--- src/rtl/regfile_pkg.sv ---
// Shared types for the register-file access controller.
// Widths of the 64x32 RF port, queue entry and arbiter state.
package regfile_pkg;

   localparam int DATA_W = 32;
   localparam int ADDR_W = 6;

   typedef struct packed {
      logic [ADDR_W-1:0] addr;
      logic [DATA_W-1:0] data;
   } wbq_entry_t;

   typedef enum logic [1:0] {
      RUN,
      FLUSH,
      FLUSH_DONE
   } arb_state_t;

endpackage

--- src/rtl/regfile_access_ctrl_wb_queue.sv ---
// wb_queue: circular writeback FIFO with wrapping pointers.
// Ports: push/pop, full/empty/one/head, two youngest-match lookups.
module wb_queue
   import regfile_pkg::*;
#(
   parameter int DEPTH = 4
) (
   input  logic              clock,
   input  logic              reset_n,
   input  logic              push,
   input  wbq_entry_t        push_entry,
   input  logic              pop,
   output logic              full,
   output logic              empty,
   output logic              one,
   output wbq_entry_t        head,
   input  logic [ADDR_W-1:0] look_a,
   input  logic [ADDR_W-1:0] look_b,
   output logic              hit_a,
   output logic              hit_b,
   output logic [DATA_W-1:0] data_a,
   output logic [DATA_W-1:0] data_b
);

   localparam int PW = $clog2(DEPTH);

   // Extra MSB on each pointer tells full from empty.
   logic [PW:0] wr_ptr;
   logic [PW:0] rd_ptr;
   logic [PW:0] count;

   wbq_entry_t mem [DEPTH];

   assign count = wr_ptr - rd_ptr;
   assign full  = int'(count) == DEPTH;
   assign empty = count == '0;
   assign one   = int'(count) == 1;
   assign head  = mem[rd_ptr[PW-1:0]];

   always_ff @(posedge clock or negedge reset_n) begin
      if (!reset_n) begin
         wr_ptr <= '0;
         rd_ptr <= '0;
      end else begin
         if (push) wr_ptr <= wr_ptr + 1'b1;
         if (pop)  rd_ptr <= rd_ptr + 1'b1;
      end
   end

   always_ff @(posedge clock) begin
      if (push) mem[wr_ptr[PW-1:0]] <= push_entry;
   end

   // Walk oldest to youngest so the last match wins.
   always_comb begin
      logic [PW-1:0] idx;
      idx    = '0;
      hit_a  = 1'b0;
      hit_b  = 1'b0;
      data_a = '0;
      data_b = '0;
      for (int i = 0; i < DEPTH; i++) begin
         idx = rd_ptr[PW-1:0] + PW'(i);
         if (i < int'(count)) begin
            if (mem[idx].addr == look_a) begin
               hit_a  = 1'b1;
               data_a = mem[idx].data;
            end
            if (mem[idx].addr == look_b) begin
               hit_b  = 1'b1;
               data_b = mem[idx].data;
            end
         end
      end
   end

endmodule

--- src/rtl/regfile_access_ctrl.sv ---
// Merges operand reads and writebacks onto the single-port 64x32 RF.
// Ports: rd_req/rd_rsp (decode), wb (execute/mem), flush, rf_* port.
// Option RF_BYPASS_EN: forward queued data to hazarding reads.
module regfile_access_ctrl
   import regfile_pkg::*;
#(
   parameter int WBQ_DEPTH  = 4,
   parameter int STARVE_MAX = 3
) (
   input  logic              clock,
   input  logic              reset_n,
   input  logic              rd_req_valid,
   output logic              rd_req_ready,
   input  logic [ADDR_W-1:0] rd_addr_a,
   input  logic [ADDR_W-1:0] rd_addr_b,
   output logic              rd_rsp_valid,
   output logic [DATA_W-1:0] rd_data_a,
   output logic [DATA_W-1:0] rd_data_b,
   input  logic              wb_valid,
   output logic              wb_ready,
   input  logic [ADDR_W-1:0] wb_addr,
   input  logic [DATA_W-1:0] wb_data,
   input  logic              flush_req,
   output logic              flush_done,
   output logic              rf_write,
   output logic [ADDR_W-1:0] rf_rd,
   output logic [ADDR_W-1:0] rf_rs,
   output logic [ADDR_W-1:0] rf_rt,
   output logic [DATA_W-1:0] rf_writein,
   input  logic [DATA_W-1:0] rf_rsout,
   input  logic [DATA_W-1:0] rf_rtout
);

   localparam int SW = $clog2(STARVE_MAX + 1);

   arb_state_t        state;
   logic [SW-1:0]     starve_cnt;
   logic              rsp_valid_q;

   logic              q_full;
   logic              q_empty;
   logic              q_one;
   wbq_entry_t        q_head;
   logic              hit_a;
   logic              hit_b;
   logic [DATA_W-1:0] q_data_a;
   logic [DATA_W-1:0] q_data_b;

   logic              run_rd;
   logic              read_ok;
   logic              starve_hit;
   logic              grant_w;
   logic              grant_r;
   logic              q_push;

   wb_queue #(
      .DEPTH(WBQ_DEPTH)
   ) u_wbq (
      .clock      (clock),
      .reset_n    (reset_n),
      .push       (q_push),
      .push_entry ('{addr: wb_addr, data: wb_data}),
      .pop        (grant_w),
      .full       (q_full),
      .empty      (q_empty),
      .one        (q_one),
      .head       (q_head),
      .look_a     (rd_addr_a),
      .look_b     (rd_addr_b),
      .hit_a      (hit_a),
      .hit_b      (hit_b),
      .data_a     (q_data_a),
      .data_b     (q_data_b)
   );

   // A raised flush_req already blocks new traffic in RUN.
   assign run_rd = (state == RUN) && !flush_req;

`ifdef RF_BYPASS_EN
   assign read_ok = run_rd && rd_req_valid;
`else
   assign read_ok = run_rd && rd_req_valid && !(hit_a || hit_b);
`endif

   assign starve_hit = starve_cnt == SW'(STARVE_MAX);
   // Outside RUN read_ok is 0, so this also drains in FLUSH.
   assign grant_w = !q_empty && (q_full || starve_hit || !read_ok);
   assign grant_r = read_ok && !grant_w;
   assign q_push  = wb_valid && wb_ready;

   assign wb_ready     = !q_full && run_rd;
   assign rd_req_ready = grant_r;

   assign rf_write   = grant_w;
   assign rf_rt      = grant_w ? q_head.addr : '0;
   assign rf_writein = grant_w ? q_head.data : '0;
   assign rf_rd      = grant_r ? rd_addr_a : '0;
   assign rf_rs      = grant_r ? rd_addr_b : '0;

   always_ff @(posedge clock or negedge reset_n) begin
      if (!reset_n) begin
         state       <= RUN;
         starve_cnt  <= '0;
         rsp_valid_q <= 1'b0;
         flush_done  <= 1'b0;
      end else begin
         rsp_valid_q <= grant_r;
         flush_done  <= 1'b0;
         if (grant_w)
            starve_cnt <= '0;
         else if (grant_r && !q_empty && !starve_hit)
            starve_cnt <= starve_cnt + 1'b1;
         unique case (state)
            RUN: begin
               if (flush_req) state <= FLUSH;
            end
            FLUSH: begin
               if (q_empty || (q_one && grant_w)) begin
                  state      <= FLUSH_DONE;
                  flush_done <= 1'b1;
               end
            end
            FLUSH_DONE: begin
               if (!flush_req) state <= RUN;
            end
            default: state <= RUN;
         endcase
      end
   end

   assign rd_rsp_valid = rsp_valid_q;

`ifdef RF_BYPASS_EN
   logic              byp_a_q;
   logic              byp_b_q;
   logic [DATA_W-1:0] byp_da_q;
   logic [DATA_W-1:0] byp_db_q;

   always_ff @(posedge clock or negedge reset_n) begin
      if (!reset_n) begin
         byp_a_q  <= 1'b0;
         byp_b_q  <= 1'b0;
         byp_da_q <= '0;
         byp_db_q <= '0;
      end else if (grant_r) begin
         byp_a_q  <= hit_a;
         byp_b_q  <= hit_b;
         byp_da_q <= q_data_a;
         byp_db_q <= q_data_b;
      end
   end

   assign rd_data_a = !rsp_valid_q ? '0 :
                      byp_a_q ? byp_da_q : rf_rsout;
   assign rd_data_b = !rsp_valid_q ? '0 :
                      byp_b_q ? byp_db_q : rf_rtout;
`else
   logic unused_byp;
   assign unused_byp = ^{q_data_a, q_data_b};

   assign rd_data_a = rsp_valid_q ? rf_rsout : '0;
   assign rd_data_b = rsp_valid_q ? rf_rtout : '0;
`endif

endmodule

--- config.mk ---
export PLATFORM = sky130hd
export DESIGN_NAME = regfile_access_ctrl
export DESIGN_NICKNAME = d
export VERILOG_FILES = /design/src/rtl/regfile_pkg.sv /design/src/rtl/regfile_access_ctrl_wb_queue.sv /design/src/rtl/regfile_access_ctrl.sv
export SDC_FILE = /design/constraint.sdc
export NUM_CORES = 1
export LEC_CHECK = 0
export CAP_MARGIN = 20
export CORE_MARGIN = 4
export CORE_UTILIZATION = 59
export DETAILED_ROUTE_END_ITERATION = 16
export PLACE_DENSITY = 0.95
export SLEW_MARGIN = 40
export SYNTH_ARGS = -nofsm -noshare
export SYNTH_HDL_FRONTEND = slang
export SYNTH_HIERARCHICAL = 1
export SYNTH_SLANG_ARGS = --single-unit
--- constraint.sdc ---
create_clock -name clock -period 9.3 [get_ports clock]
set_input_delay 0.93 -clock clock [delete_from_list [all_inputs] [get_ports clock]]
set_output_delay 0.93 -clock clock [all_outputs]
set_load 0.02 [all_outputs]
==> metrics.txt <==
outcome=complete, no violations; FMAX=0.154 GHz; Slew @ Worst Pin=0.773 ns; CTS hold repair buffers=0; Mapped Area=8480 um^2; Tcrit/Tclk final=69.8%; Post-Syn Instances=563; final instance area=11400 um^2; post-DR wirelength/cell=24.8 um; r2r worst-path depth=13; clock transition at the registers of the reported paths=0.07 ns; met3 global-route usage=7.38%; Pleak=4.03 nW; largest net degree at the start of global routing=66; Arr. time, crit path=5.56 ns; Syn. warnings=6; Post-CTS Setup Repair Bufs=0; Buf/Inv on CP=3; Crit Path Category=flop to output port; Die Area=16400 um^2; vias in the first global route=5805; DR vias=5638; Placed Instance Area=10800 um^2; RePlAce Congestion=0.922; worst reg2reg path startpoint=u_wbq/rd_ptr[0]; max cap viols=0; CTS Buf Count=17; IO Count=238; drt first pass iters=5; Sink Count=164; CP required=8.37 ns; Mean Syn Cell Area=15.1 um^2; clk root buf=clkbuf_16; Routed Wire Length=23800 um; setup TNS=0 ns; CTS HTree Levels=4; Layout Skew=0.00924 ns; CTS tree=done; Die Span Y=128 um; VDD IR-drop max=0.290 mV; ANT nets after route=0; hold path endpoint=u_wbq/wr_ptr[2]; met2 usage=50.9%; Slew HR=48.4%; Worst setup SP type=flop; drt drc=0; total core area=14000 um^2; CP top delay family=simple AND/OR/NAND/NOR gates; Hold/Removal Path Class=flop to flop; Ant. Diodes=0; Detail Placement HPWL=16000 um; Vias per Instance=5.88; synth-to-layout area growth=34.6%; CP max FO=43; Reg2Reg Setup Slack=4.62 ns; Pwr Density=326 nW/um^2; met1 GRT Util=34.9%; clk buf depth=2; Die Span X=128 um; slowest stage cell, crit path=ha_2; final hold vios=0; r2r endpoint=u_wbq/rd_ptr[1]; nets=893; Worst Hold Depth=1; global route total overflow=0; Crit. End Element=output port; Iteration-0 DRC Markers=454; post-synth net total=690; CP cell instances=buf_12 -> ha_2 -> mux2i_1 -> xnor2_1 -> nor2_1 -> a31oi_1 -> nor3_1 -> or3_1 -> or4b_1 -> o21ai_4 -> inv_2 -> and2_4 -> clkdlybuf4s50_1; first-pass GRT wire length=35400 um; Overall Global Routing Usage=29.4%; Initial Utilization=60.6%; PnR worst setup slack=2.81 ns; FP Rows=43; clock network latency to the later pin of the worst-skew pair=0.43 ns; PortBufs=237; layout cell share with drive strength beyond 1=14.4%; Post-CTS Resized=0; RSZ-0062 raised after global routing=false; initial antenna violation count=0; Pwr Total=3.73 mW; worst hold path startpoint=u_wbq/wr_ptr[2]; pre-CTS worst setup slack=3.33 ns; Final setup viols=0; hold slack final=0.484 ns; fin crit period=6.49 ns; Final Max Slew Viols=0; Max stage delay on crit path=0.80 ns; Most Used Layer, Global Route=met2
==> cell usage in the layout (no fill, tap or decap), types with 3 or more instances in the layout <==
cell type and instances:
and2_4 15, o21ai_0 4, nor2_1 8, nand2b_1 3, mux2i_1 26, ha_1 6
dfrtp_1 10, nand2_1 12, mux4_2 50, clkinv_4 3, xnor2_1 37, xor2_1 20
nand4_1 5, or4_4 3, edfxtp_1 152, inv_8 4, clkbuf_16 17, inv_1 7
and2_1 94, and3_1 15, inv_6 3, clkdlybuf4s50_1 237, clkinv_8 3, a21oi_1 3
==> worst max path at each step <==
stage / start / end / slack [ns] / cells after the start
6_report: u_wbq/rd_ptr[0] / rf_writein[15] / 2.81 / 13
2_1_floorplan: u_wbq/rd_ptr[0] / rf_writein[22] / 4.70 / 16
3_5_place_dp: u_wbq/rd_ptr[0] / rf_writein[3] / 3.33 / 13
5_1_grt: u_wbq/rd_ptr[1] / rf_writein[15] / 2.56 / 13
4_1_cts: u_wbq/rd_ptr[0] / rf_writein[15] / 2.82 / 13
3_3_place_gp: u_wbq/rd_ptr[0] / rf_writein[28] / 2.81 / 12
==> state kept, by name, indices dropped and copies added, names as in the netlist <==
register,count
u_wbq/rd_ptr,3
starve_cnt,2
rd_rsp_valid,1
u_wbq/wr_ptr,3
flush_done,1
u_wbq/mem,152
state,2
==> power breakdown <==
part           internal, mW  switching [mW]
Combinational          1.01            1.11
Sequential            0.884          0.0495
Clock                 0.358           0.313
Total                  2.26            1.47
==> layer usage <==
| layer | wire [um] | up-vias |
|---|---|---|
| met3 | 1720 | 49 |
| met1 | 8500 | 2819 |
| li1 | - | 2486 |
| met2 | 12500 | 284 |
| met4 | 1030 | 0 |
| met5 | 0 | - |
==> layout make-up <==
type	instances	area (um^2)
multi-input combinational	334	3280
clock inverter	15	159
clock buffer	17	425
inverter	8	30.0
timing repair buffer	241	2430
sequential	164	4870
tap	180	225
fill	706	2570
==> metrics by stage <==
stage / utilization, % / instances
6_report: 81.6 / 959
5_1_grt: 81.6 / 959
4_1_cts: 81.6 / 959
3_5_place_dp: 77.5 / 927
3_3_place_gp: 77.1 / 925
2_1_floorplan: - / 563
==> worst reg2reg max path, stage by stage (launching register included) <==
cell and delay (ns):
dfrtp_4 0.59, buf_12 0.23, ha_2 0.82, mux2i_1 0.48, xnor2_1 0.17, nor2_1 0.09
a31oi_1 0.17, nor3_1 0.07, or3_1 0.37, or4b_1 0.56, o21ai_4 0.31, inv_2 0.38
nand2_1 0.19, o21ai_0 0.10
(Power assumes the default switching activity.)
